**src/rtl/usr_pkg.sv**
```systemverilog
// Shared encodings for the universal shift register and its command sequencer.
package usr_pkg;

    localparam logic [1:0] MODE_HOLD = 2'b00;
    localparam logic [1:0] MODE_SHR  = 2'b01;
    localparam logic [1:0] MODE_SHL  = 2'b10;
    localparam logic [1:0] MODE_LOAD = 2'b11;

    typedef enum logic [1:0] {
        OP_CLR  = 2'b00,
        OP_LOAD = 2'b01,
        OP_SHR  = 2'b10,
        OP_SHL  = 2'b11
    } op_e;

    typedef enum logic {
        ST_IDLE = 1'b0,
        ST_RUN  = 1'b1
    } state_e;

endpackage

```
**src/rtl/usr_sequencer.sv**
```systemverilog
// Command sequencer: turns clear/load/shift/rotate commands into per-cycle
// MODE/DataIn drive for the universal shift register, then pulses done.
module usr_sequencer
    import usr_pkg::*;
#(
    parameter int WIDTH = 4,
    parameter int CNT_W = 4
) (
    input  logic             clock,
    input  logic             reset,
    input  logic             cmd_valid,
    output logic             cmd_ready,
    input  logic [1:0]       cmd_op,
    input  logic             cmd_rot,
    input  logic [CNT_W-1:0] cmd_count,
    input  logic [WIDTH-1:0] cmd_data,
    input  logic             cmd_abort,
    output logic [1:0]       usr_mode,
    output logic [WIDTH-1:0] usr_din,
    input  logic [WIDTH-1:0] usr_dout,
    output logic             busy,
    output logic             done
);

    state_e             state;
    op_e                op_q;
    logic               rot_q;
    logic [WIDTH-1:0]   data_q;
    logic [CNT_W-1:0]   remaining;

    logic accept;
    logic is_shift;

    assign cmd_ready = (state == ST_IDLE);
    assign busy      = (state == ST_RUN);
    assign accept    = cmd_valid && cmd_ready;
    assign is_shift  = cmd_op[1];

    always_ff @(posedge clock or negedge reset) begin
        if (!reset) begin
            state     <= ST_IDLE;
            op_q      <= OP_CLR;
            rot_q     <= 1'b0;
            data_q    <= '0;
            remaining <= '0;
            done      <= 1'b0;
        end else begin
            done <= 1'b0;
            if (state == ST_IDLE) begin
                if (accept) begin
                    op_q   <= op_e'(cmd_op);
                    rot_q  <= cmd_rot;
                    data_q <= cmd_data;
                    // A zero-count shift completes without ever driving the register.
                    if (is_shift && cmd_count == '0) begin
                        remaining <= '0;
                        done      <= 1'b1;
                    end else begin
                        remaining <= is_shift ? cmd_count : CNT_W'(1);
                        state     <= ST_RUN;
                    end
                end
            end else if (cmd_abort) begin
                state     <= ST_IDLE;
                remaining <= '0;
            end else begin
                remaining <= remaining - CNT_W'(1);
                if (remaining == CNT_W'(1)) begin
                    state <= ST_IDLE;
                    done  <= 1'b1;
                end
            end
        end
    end

    // Rotate bit comes straight from the live register output.
    always_comb begin
        usr_mode = MODE_HOLD;
        usr_din  = '0;
        if (state == ST_RUN) begin
            case (op_q)
                OP_CLR: usr_mode = MODE_LOAD;
                OP_LOAD: begin
                    usr_mode = MODE_LOAD;
                    usr_din  = data_q;
                end
                OP_SHR: begin
                    usr_mode   = MODE_SHR;
                    usr_din[0] = rot_q ? usr_dout[0] : data_q[0];
                end
                OP_SHL: begin
                    usr_mode   = MODE_SHL;
                    usr_din[0] = rot_q ? usr_dout[WIDTH-1] : data_q[0];
                end
                default: usr_mode = MODE_HOLD;
            endcase
        end
    end

endmodule

```
**config.mk**
```make
export PLATFORM = sky130hd
export DESIGN_NAME = usr_sequencer
export DESIGN_NICKNAME = d
export VERILOG_FILES = /design/src/rtl/usr_pkg.sv /design/src/rtl/usr_sequencer.sv
export SDC_FILE = /design/constraint.sdc
export NUM_CORES = 1
export LEC_CHECK = 0
export ABC_AREA = 1
export BUFFER_PORTS_ARGS = -buffer_cell sky130_fd_sc_hd__buf_4
export CAP_MARGIN = 20
export CORE_ASPECT_RATIO = 1.1
export CORE_MARGIN = 1
export CORE_UTILIZATION = 30
export DETAILED_ROUTE_END_ITERATION = 7
export PLACE_DENSITY_LB_ADDON = 0.3
export SETUP_SLACK_MARGIN = 0.2
export SYNTH_ARGS = -nofsm -noshare
export SYNTH_HDL_FRONTEND = slang
export SYNTH_SLANG_ARGS = --single-unit
```
**constraint.sdc**
```tcl
create_clock -name clock -period 2 [get_ports clock]
set_clock_uncertainty 0.2 [all_clocks]
set_input_delay 0.3 -clock clock [delete_from_list [all_inputs] [get_ports clock]]
set_output_delay 0.3 -clock clock [all_outputs]
set_load 0.03 [all_outputs]
```
---- Yosys cells after proc, flatten, opt, wreduce, memory -nomap -nowiden ----
Cells that the tools add are included.
word-level totals
  bits in registers ....................... 13
  input port bits ......................... 19
  output and inout bits ................... 9
  logic and storage cells ................. 41
cells by class
  $add $sub $neg .......................... 1
  equality and inequality tests ........... 4
  muxes and demuxes ....................... 22
  bitwise operators ....................... 1
  reductions and logical operators ........ 7
operators with widths
  cell                   count
  $mux W4                6
  $mux W1                12
  $pmux W2 S3            1
  $eq A2 B2 Y1 const B   2
  $eq A4 B1 Y1 const B   1
  $logic_not A4 Y1       1
  $sub A4 B1 Y4 const B  1
  $mux W3                1
  $pmux W1 S3            1
  $eq A2 B1 Y1 const B   1
  $logic_and A1 B1 Y1    2
  $logic_not A2 Y1       1
  $mux W2                1
  $reduce_and A2 Y1      1
  $reduce_bool A2 Y1     1
  $reduce_or A2 Y1       1
  $not A1 Y1             1

---- Depth between registers and ports, before layout ----
Gate-level depths: netlist of the first run.
  depth after elaboration ................. 5
  depth in mapped cells ................... 7
  depth with buffers taken out ............ 7

---- Worst setup path before layout of the first run ----
No wires, ideal clock.
  kind .................................... register to output
  start point ............................. reg state (netlist: busy)
  end point ............................... out usr_mode[0]
  arrival ................................. 1.255 ns
  required time ........................... 1.500 ns
  setup slack ............................. 0.245 ns
  cell stages (with the launch flop) ...... 3
  path buffers ............................ 0
  cell sequence ........................... dfrtp_1 inv_4 nor2_1
between the ends
  cells in the longest elaborated chain, start to end .. 1
RTL lines
  what                    RTL line             text
  start, declared         usr_sequencer.sv:25  state_e state;
  start signal, assigned  usr_sequencer.sv:41  state <= ST_IDLE;
  start signal, assigned  usr_sequencer.sv:60  state <= ST_RUN;
  start signal, assigned  usr_sequencer.sv:64  state <= ST_IDLE;
  $mux W2                 usr_sequencer.sv:80  if (state == ST_RUN) begin
  end, declared           usr_sequencer.sv:18  output logic [1:0] usr_mode,
No other way between the ends.

---- Worst setup path in the final report of the first run ----
  start point ............................. reg op_q[0]
  end point ............................... out usr_din[0]
between the ends
  cells in the longest elaborated chain, start to end .. 3
  elaborated cells on any way between the ends .. 5
  those cells by class .................... eq/ne (3); mux (2)
RTL lines
  what                                                 RTL line             text
  start, declared                                      usr_sequencer.sv:26  op_e op_q;
  start signal, assigned                               usr_sequencer.sv:51  op_q <= op_e'(cmd_op);
  $eq A2 B2 Y1 / $eq A2 B1 Y1 (equally long branches)  usr_sequencer.sv:81  case (op_q)
  $pmux W1 S3 *                                        usr_sequencer.sv:81
  $mux W4 *                                            usr_sequencer.sv:80
  end, declared                                        usr_sequencer.sv:19  output logic [WIDTH-1:0] usr_din,
Mark *: on every way between the ends. The rest lies on a longest branch, timed or not.

==> results of run 1 <==
[metrics by stage]
step,setup WS (ps),cells,hold slack (ps)
after floorplan,245,98,-196
after global placement,556,152,-46.2
after detailed placement,525,152,-44.5
after CTS,213,157,14.9
after global routing,150,159,12.0
final,244,159,25.4
[repair_timing]
item                                    4_1_cts  5_1_grt
endpoints found under the setup margin        0        4
resized for setup                             0       20
endpoints found under the hold margin        13        0
hold buffers                                  1        0
buffers inserted                              0        2
[final timing paths]
check	slack [ps]	end	startpoint
hold / removal	30	data_q[0]	cmd_data[0]
setup / recovery	240	usr_din[0]	op_q[0]
max in group asynchronous	1210	op_q[1]	reset
min in group asynchronous	210	data_q[3]	reset
setup reg to reg	690	remaining[3]	busy
hold reg to reg	330	data_q[2]	data_q[2]
[Yosys cell counts]
master	n	area, um2
o21ai_1	6	30.0
o21ai_0	2	10.0
o211ai_1	2	15.0
inv_2	1	3.75
nand4_1	2	12.5
nand2_2	2	12.5
nor2_4	3	33.8
nand2_4	1	11.3
buf_6	1	11.3
xor2_1	1	8.76
nor2_1	10	37.5
o221ai_1	1	8.76
inv_4	1	6.26
nand2_1	30	113
o21ai_2	1	8.76
nand3_1	4	20.0
ha_1	2	25.0
inv_1	15	56.3
dfrtp_1	13	325
[worst max-delay path, stage by stage (launching register included)]
cell	delay [ps]
dfrtp_1	430
buf_6	130
nand2_2	40
inv_2	40
nand2_2	50
nand3_2	70
nand2_1	50
inv_1	50
buf_6	130
[report_power, final]
| group | switching [uW] | internal (uW) |
|---|---|---|
| Clock | 79.1 | 77.1 |
| Sequential | 87.8 | 365 |
| Combinational | 415 | 271 |
| Total | 582 | 713 |
[layer usage]
metal  vias to the layer above  track usage
li1                        366            -
met1                       299        0.185
met2                        22        0.212
met3                         2       0.0250
met4                         0       0.0714
met5                         -            0
[registers in the layout, summed over array words and instances (netlist names)]
name and cells:
done 1, remaining 4, op_q 2, rot_q 1, data_q 4, busy 1
[layout make-up]
type	instances	area, um2	area share
Tap cell	30	37.5	0.0353
Sequential cell	13	327	0.307
Inverter	17	66.3	0.0624
Timing Repair Buffer	28	224	0.211
Clock buffer	4	26.3	0.0247
Multi-Input combinational cell	67	382	0.359
[cell usage in the layout, fill, tap and decap left out, types with 2 or more instances in the layout]
master,count
nand2_2,7
dfrtp_1,12
nand2_1,25
nor2_4,4
clkbuf_4,3
o211ai_1,2
inv_1,11
nand4_1,2
inv_2,5
nor2_1,5
buf_4,24
nand3_1,3
o21ai_0,2
ha_1,2
buf_6,3
nor2_2,4
o21ai_1,6
[cells by family after synthesis]
kind of cell    Yosys count
compound gates           12
xor+xnor                  1
fa+ha+maj                 2
buf+inv                  18
flops                    13
simple gates             52
==> impl_metrics.toml, run 1 <==
[detailed_routing]
drc_errors = 0
drt-initial-drc-count = 8
wl_met1_um = 811
wl_met2_um = 729
vias = 689
wl_met3_um = 90
vias_per_cell = 4.33
dr.max_layer_used = "met4"
avgRoutedWirePerCell_um = 10.3
finalWirelength_mm = 1.64
dr.pass1.iters = 4
antenna_left = 0

[clocking]
root_buffer = "clkbuf_4"
clk_latency_ps = 270
cts_buffers = 3
clkTransAtPathRegs_ps = 70
cts_num_sinks = 13
cts_tree = "done"
max-clock-path-buffers = 2
h-tree-depth = 1

[global_routing]
antenna_found_initial = 0
grt_max_degree = 15
grt_pass1_vias = 674
grt_pass1_wl_mm = 2.75
grt_use_total = 0.137
grt_overflow = 0

[placed_design]
dp_hpwl_mm = 1.26
place_congestion = 0.865
io_buffers = 25
placed_area_um2 = 963

[worst_hold_path]
hp-class = "in2reg"
whs_path_depth = 3

[timing]
setup_tns_ps = 0
hold_violations = 0
worst-slew-pin-transition_ps = 339
rsz0062_at_grt = "true"
relSlewSlack = 0.774
maxSlewViolCount = 0
finalSetupViolCount = 0
fmax_mhz = 569
min_period_ps = 1760
period_share = 0.878

[yosys]
ys_ff_latch = 13
syn_nets = 119
netlist_area_um2 = 749
yosysSeqAreaShare = 0.434
synth_top_family_by_area = "simple AND/OR/NAND/NOR gates"
synthMuxAreaShare = 0
synth_cell_type_count = 19
yosys_warnings = 0
synthCells = 98
synth_compound_area_frac = 0.0968
avgSynthCellArea_um2 = 7.65
synth_xor_area_frac = 0.0117
synth-adder-area-share = 0.0334
synthSimpleGateAreaFrac = 0.321

[layout]
syn2layout_area_growth_pct = 41.7
final_util = 0.462
fill_cells = 255
diodes = 0
fin_area_mm2 = 0.00106
fin_nets = 151
layout-drive-gt1-share = 0.426

[floorplan]
num_rows = 18
initial_core_util = 0.326
core-area_mm2 = 0.00230
die_y_um = 54.4
die_area_mm2 = 0.00270
fp.dieW_um = 49.7
io_pins = 28

[outcome]
status = "complete, no violations"

[power]
leakagePower_uw = 0.000547
max-vdd-ir-drop_mv = 0.518
power_per_cell_area_mw_per_mm2 = 1220
total_power_uw = 1290

[setup_path]
cp-start-kind = "flip-flop"
cp_max_fo = 3
end_kind = "output pin"
worst_ep_arrival_time_ps = 1260
ff2ff_path_depth = 7
required_ps = 1500
worstSetupPathType = "reg2out"

[job]
maxCapViolCount = 0
Note: power is estimated with default switching activity, not from simulation.
==> run 2, diff against run 1 <==
--- a/config.mk
+++ b/config.mk
@@ -8,7 +8,6 @@
 export ABC_AREA = 1
 export BUFFER_PORTS_ARGS = -buffer_cell sky130_fd_sc_hd__buf_4
 export CAP_MARGIN = 20
-export CORE_ASPECT_RATIO = 1.1
 export CORE_MARGIN = 1
 export CORE_UTILIZATION = 30
 export DETAILED_ROUTE_END_ITERATION = 7
==> run 2 against run 1 <==
Combinational power shrank 7.4%. Largest power group unchanged. Count of clock-buffer cells in the layout is 1 lower. Maximum frequency increased by 1.6%. Critical path depth decreased by 1. Cell count shrank 2.5%. Hold slack got worse by 8.6 ps. Wire length decreased by 0.37%. Sequential cell count is the same. Total power is 3.9% lower. Register-to-register slack worse by 20 ps. First-iteration DRC count is 88% higher. Utilization shrank 1.5 points. Largest cell class unchanged.
==> impl_metrics.toml, run 2 (same netlist as run 1, synthesis figures left out) <==
[power]
leakagePower_uw = 0.000542
total_power_uw = 1240
power_per_cell_area_mw_per_mm2 = 1220
max-vdd-ir-drop_mv = 0.530

[clocking]
clkTransAtPathRegs_ps = 80
h-tree-depth = 1
max-clock-path-buffers = 2
clk_latency_ps = 280
cts_buffers = 3
cts_tree = "done"
cts_num_sinks = 13
root_buffer = "clkbuf_4"

[floorplan]
num_rows = 17
initial_core_util = 0.329
die_y_um = 52.0
fp.dieW_um = 52.0
die_area_mm2 = 0.00270
io_pins = 28
core-area_mm2 = 0.00228

[timing]
fmax_mhz = 579
whs_ps = 16.8
min_period_ps = 1730
setup_tns_ps = 0
rsz0062_at_grt = "true"
finalSetupViolCount = 0
maxSlewViolCount = 0
finalWorstSetupSlack_ps = 271
relSlewSlack = 0.785
hold_violations = 0
period_share = 0.864
worst-slew-pin-transition_ps = 322

[setup_path]
end_kind = "output pin"
worstPathCellList = "inv_1 -> nor2_1 -> nand2_1 -> nand3_2 -> nand2_1 -> inv_1 -> buf_6"
worstReg2RegStart = "remaining[0]"
required_ps = 1500
cp_max_fo = 3
r2r-end = "remaining[1]"
worstSetupPathType = "reg2out"
rrSetupSlack_ps = 670
critPathLaunch = "op_q[1]"
critPathMaxStageDelay_ps = 380
cp-start-kind = "flip-flop"
ff2ff_path_depth = 5
cp_slowest_cell = "dfrtp_1"
worst_ep_arrival_time_ps = 1230
cp-endpoint = "usr_din[0]"

[layout]
final_util = 0.447
largestRegisters = "data_q (4), remaining (4), op_q (2)"
syn2layout_area_growth_pct = 35.9
final_common_cell = "nand2_1"
final_cell_mix = "27 x nand2_1, 24 x buf_4, 14 x inv_1"
diodes = 0
fin_nets = 149
layout-drive-gt1-share = 0.354

[detailed_routing]
vias = 700
dr.pass1.iters = 4
avgRoutedWirePerCell_um = 10.6
drt-initial-drc-count = 15
drc_errors = 0
finalWirelength_mm = 1.64
antenna_left = 0
vias_per_cell = 4.52

[placed_design]
dp_worst_setup_slack_ps = 547
place_congestion = 0.843
io_buffers = 25
dp_hpwl_mm = 1.25

[outcome]
status = "complete, no violations"

[global_routing]
grt_overflow = 0
grt_pass1_wl_mm = 2.77
grt_pass1_vias = 672
antenna_found_initial = 0
grt_use_total = 0.142
grt_max_degree = 15

[job]
maxCapViolCount = 0

[worst_hold_path]
hp-class = "in2reg"
==> run 2: layout make-up <==
type,count,area [um2]
Clock buffer,3,22.5
Inverter,17,66.3
Fill cell,235,1260
Timing Repair Buffer,26,201
Sequential cell,13,327
Clock inverter,1,5.00
Tap cell,28,35.0
Multi-Input combinational cell,67,362
==> run 2: routing by layer <==
layer,GRT usage,vias to the layer above,share of wire
met3,0.0322,2,0.070
met1,0.175,312,0.46
met5,0,-,0
met2,0.231,25,0.46
met4,0.0676,0,0.0086
li1,-,361,-
==> run 2: worst max-delay path: cells and delay by family (launching register included) <==
kind          cells  cell delay, ps
buf+inv           3             250
flops             1             380
simple gates      4             330
==> run 2: worst min path at each step <==
| stage | from | endpoint | cells after the start |
|---|---|---|---|
| 2_1_floorplan | reset | busy | 0 |
| 3_3_place_gp | reset | data_q[1] | 1 |
| 3_5_place_dp | reset | data_q[3] | 1 |
| 4_1_cts | cmd_data[0] | data_q[0] | 3 |
| 5_1_grt | cmd_data[2] | data_q[2] | 3 |
| 6_report | cmd_data[0] | data_q[0] | 3 |
==> run 2: metrics by stage <==
stage                     cells  cell area, um2
after floorplan              98             749
final                       155            1020
after global placement      150             961
after detailed placement    150             961
after global routing        155            1020
after CTS                   155             998
==> run 2: power breakdown <==
part | total [uW] | switching, uW | internal, uW
Combinational | 635 | 397 | 238
Clock | 167 | 92.6 | 74.3
Sequential | 442 | 76.6 | 365
Total | 1240 | 566 | 678
==> run 2: timing repair <==
item / CTS / global route
endpoints found under the hold margin: 13 / 0
setup buffers: 0 / 0
hold buffers: 1 / 0
setup endpoints to repair: 0 / 5
resized for setup: 0 / 8
==> run 3, diff against run 2 <==
--- a/config.mk
+++ b/config.mk
@@ -10,8 +10,10 @@
 export CAP_MARGIN = 20
 export CORE_MARGIN = 1
 export CORE_UTILIZATION = 30
+export CTS_BUF_LIST = sky130_fd_sc_hd__clkbuf_16
 export DETAILED_ROUTE_END_ITERATION = 7
 export PLACE_DENSITY_LB_ADDON = 0.3
+export RECOVER_POWER = 25
 export SETUP_SLACK_MARGIN = 0.2
 export SYNTH_ARGS = -nofsm -noshare
 export SYNTH_HDL_FRONTEND = slang
==> run 3 against run 2 <==
Critical path depth is 1 higher. Sequential cell count unchanged. Utilization grew 1.5 points. Sequential share of layout area is 1.0 points lower. Count of clock-buffer cells in the layout unchanged. Hold slack gained 46 ps. Highest routed layer unchanged.
==> impl_metrics.toml, run 3 (same netlist as run 1, synthesis figures left out) <==
[outcome]
status = "complete, no violations"

[clocking]
cts_buffers = 3
clkTransAtPathRegs_ps = 40
root_buffer = "clkbuf_16"
cts_tree = "done"
max-clock-path-buffers = 2
clk_latency_ps = 240
h-tree-depth = 1
cts_num_sinks = 13

[floorplan]
core-area_mm2 = 0.00228
io_pins = 28
num_rows = 17
die_area_mm2 = 0.00270
initial_core_util = 0.329
fp.dieW_um = 52.0
die_y_um = 52.0

[job]
maxCapViolCount = 0

[layout]
syn2layout_area_growth_pct = 40.4
multi_input_area_um2 = 347
fin_nets = 149
final_cell_mix = "30 x nand2_1, 23 x buf_4, 14 x inv_1"
regArea_um2 = 327
diodes = 0
final_util = 0.462
fill_cells = 233
layout-drive-gt1-share = 0.307
largestRegisters = "data_q (4), remaining (4), op_q (2)"
final_common_cell = "nand2_1"

[setup_path]
critPathLaunch = "rot_q"
worstReg2RegStart = "remaining[0]"
ff2ff_path_depth = 5
required_ps = 1500
cp_max_fo = 3
worstSetupPathType = "reg2out"
cp-start-kind = "flip-flop"
worst_ep_arrival_time_ps = 1160
end_kind = "output pin"

[global_routing]
grt_overflow = 0
grt_pass1_vias = 668
grt_use_total = 0.142
grt_pass1_wl_mm = 2.79
antenna_found_initial = 0
grt_max_degree = 15

[power]
power_per_cell_area_mw_per_mm2 = 1360
leakagePower_uw = 0.000555
max-vdd-ir-drop_mv = 0.566

[detailed_routing]
dr.pass1.iters = 4
wl_met2_um = 694
wl_met1_um = 730
drt-initial-drc-count = 14
dr.max_layer_used = "met4"
antenna_left = 0
wl_met3_um = 150
avgRoutedWirePerCell_um = 10.3
finalWirelength_mm = 1.60
vias = 695
vias_per_cell = 4.48
drc_errors = 0

[timing]
hold_violations = 0
worst-slew-pin-transition_ps = 699
fmax_mhz = 603
maxSlewViolCount = 0
setup_tns_ps = 0
relSlewSlack = 0.534
finalSetupViolCount = 0
rsz0062_at_grt = "false"
min_period_ps = 1660
period_share = 0.829

[placed_design]
place_congestion = 0.843
dp_hpwl_mm = 1.25
io_buffers = 25

[worst_hold_path]
whs_path_depth = 3
hp-start = "cmd_data[0]"
hp-class = "in2reg"
==> run 3: cell count changes in the layout (fill, tap and decap cells not counted), moves of 3 or more <==
cell,change
clkbuf_16,+3
clkbuf_4,-3
nand2_1,+3
nand2_2,-3
==> run 3: worst paths after layout <==
kind                                 to  slack, ps
min                           data_q[0]         60
max reg2reg                remaining[1]        670
max                          usr_din[0]        340
min reg2reg                   data_q[2]        320
max in group asynchronous          busy        680
min in group asynchronous     data_q[3]        430
==> run 3: cell type report <==
type / instances / area share
Sequential cell: 13 / 0.310
Inverter: 17 / 0.0630
Clock buffer: 3 / 0.0713
Clock inverter: 1 / 0.00476
Timing Repair Buffer: 26 / 0.188
Multi-Input combinational cell: 67 / 0.329
Tap cell: 28 / 0.0333
==> run 3: per-stage QoR <==
| stage | power [uW] | std cells | hold WS, ps | worst slack [ps] | cell area (um2) |
|---|---|---|---|---|---|
| after global routing | 1550 | 155 | 91.2 | 211 | 1050 |
| final | 1430 | 155 | 62.8 | 342 | 1050 |
| after CTS | 1440 | 155 | 58.8 | 276 | 1050 |
| after global placement | 1030 | 150 | -44.9 | 549 | 961 |
| after detailed placement | 1050 | 150 | -43.9 | 547 | 961 |
| after floorplan | 870 | 98 | -196 | 245 | 749 |
==> run 3: worst max-delay path, cell delays in order, from the launching register on <==
cell and delay (ps):
dfrtp_1 390, inv_2 60, nand2_1 60, nand2_1 60, nand2_1 40, nand3_1 70, nand2_1 50, inv_1 60
buf_6 120
==> run 3: metal layers <==
| metal | vias to the layer above | global-route usage |
|---|---|---|
| met5 | - | 0 |
| met4 | 0 | 0.0541 |
| met3 | 3 | 0.0409 |
| met2 | 33 | 0.229 |
| met1 | 297 | 0.178 |
| li1 | 362 | - |
==> run 3: where the power goes <==
part | switching [uW] | internal [uW]
Sequential | 74.2 | 367
Combinational | 384 | 230
Clock | 107 | 265
Total | 566 | 862
==> run 3: what timing repair did <==
action                     4_1_cts  5_1_grt
setup endpoints to repair        0        2
hold buffers                     1        0
gates resized for setup          0        3
hold endpoints to repair        13        0
setup buffers                    0        0
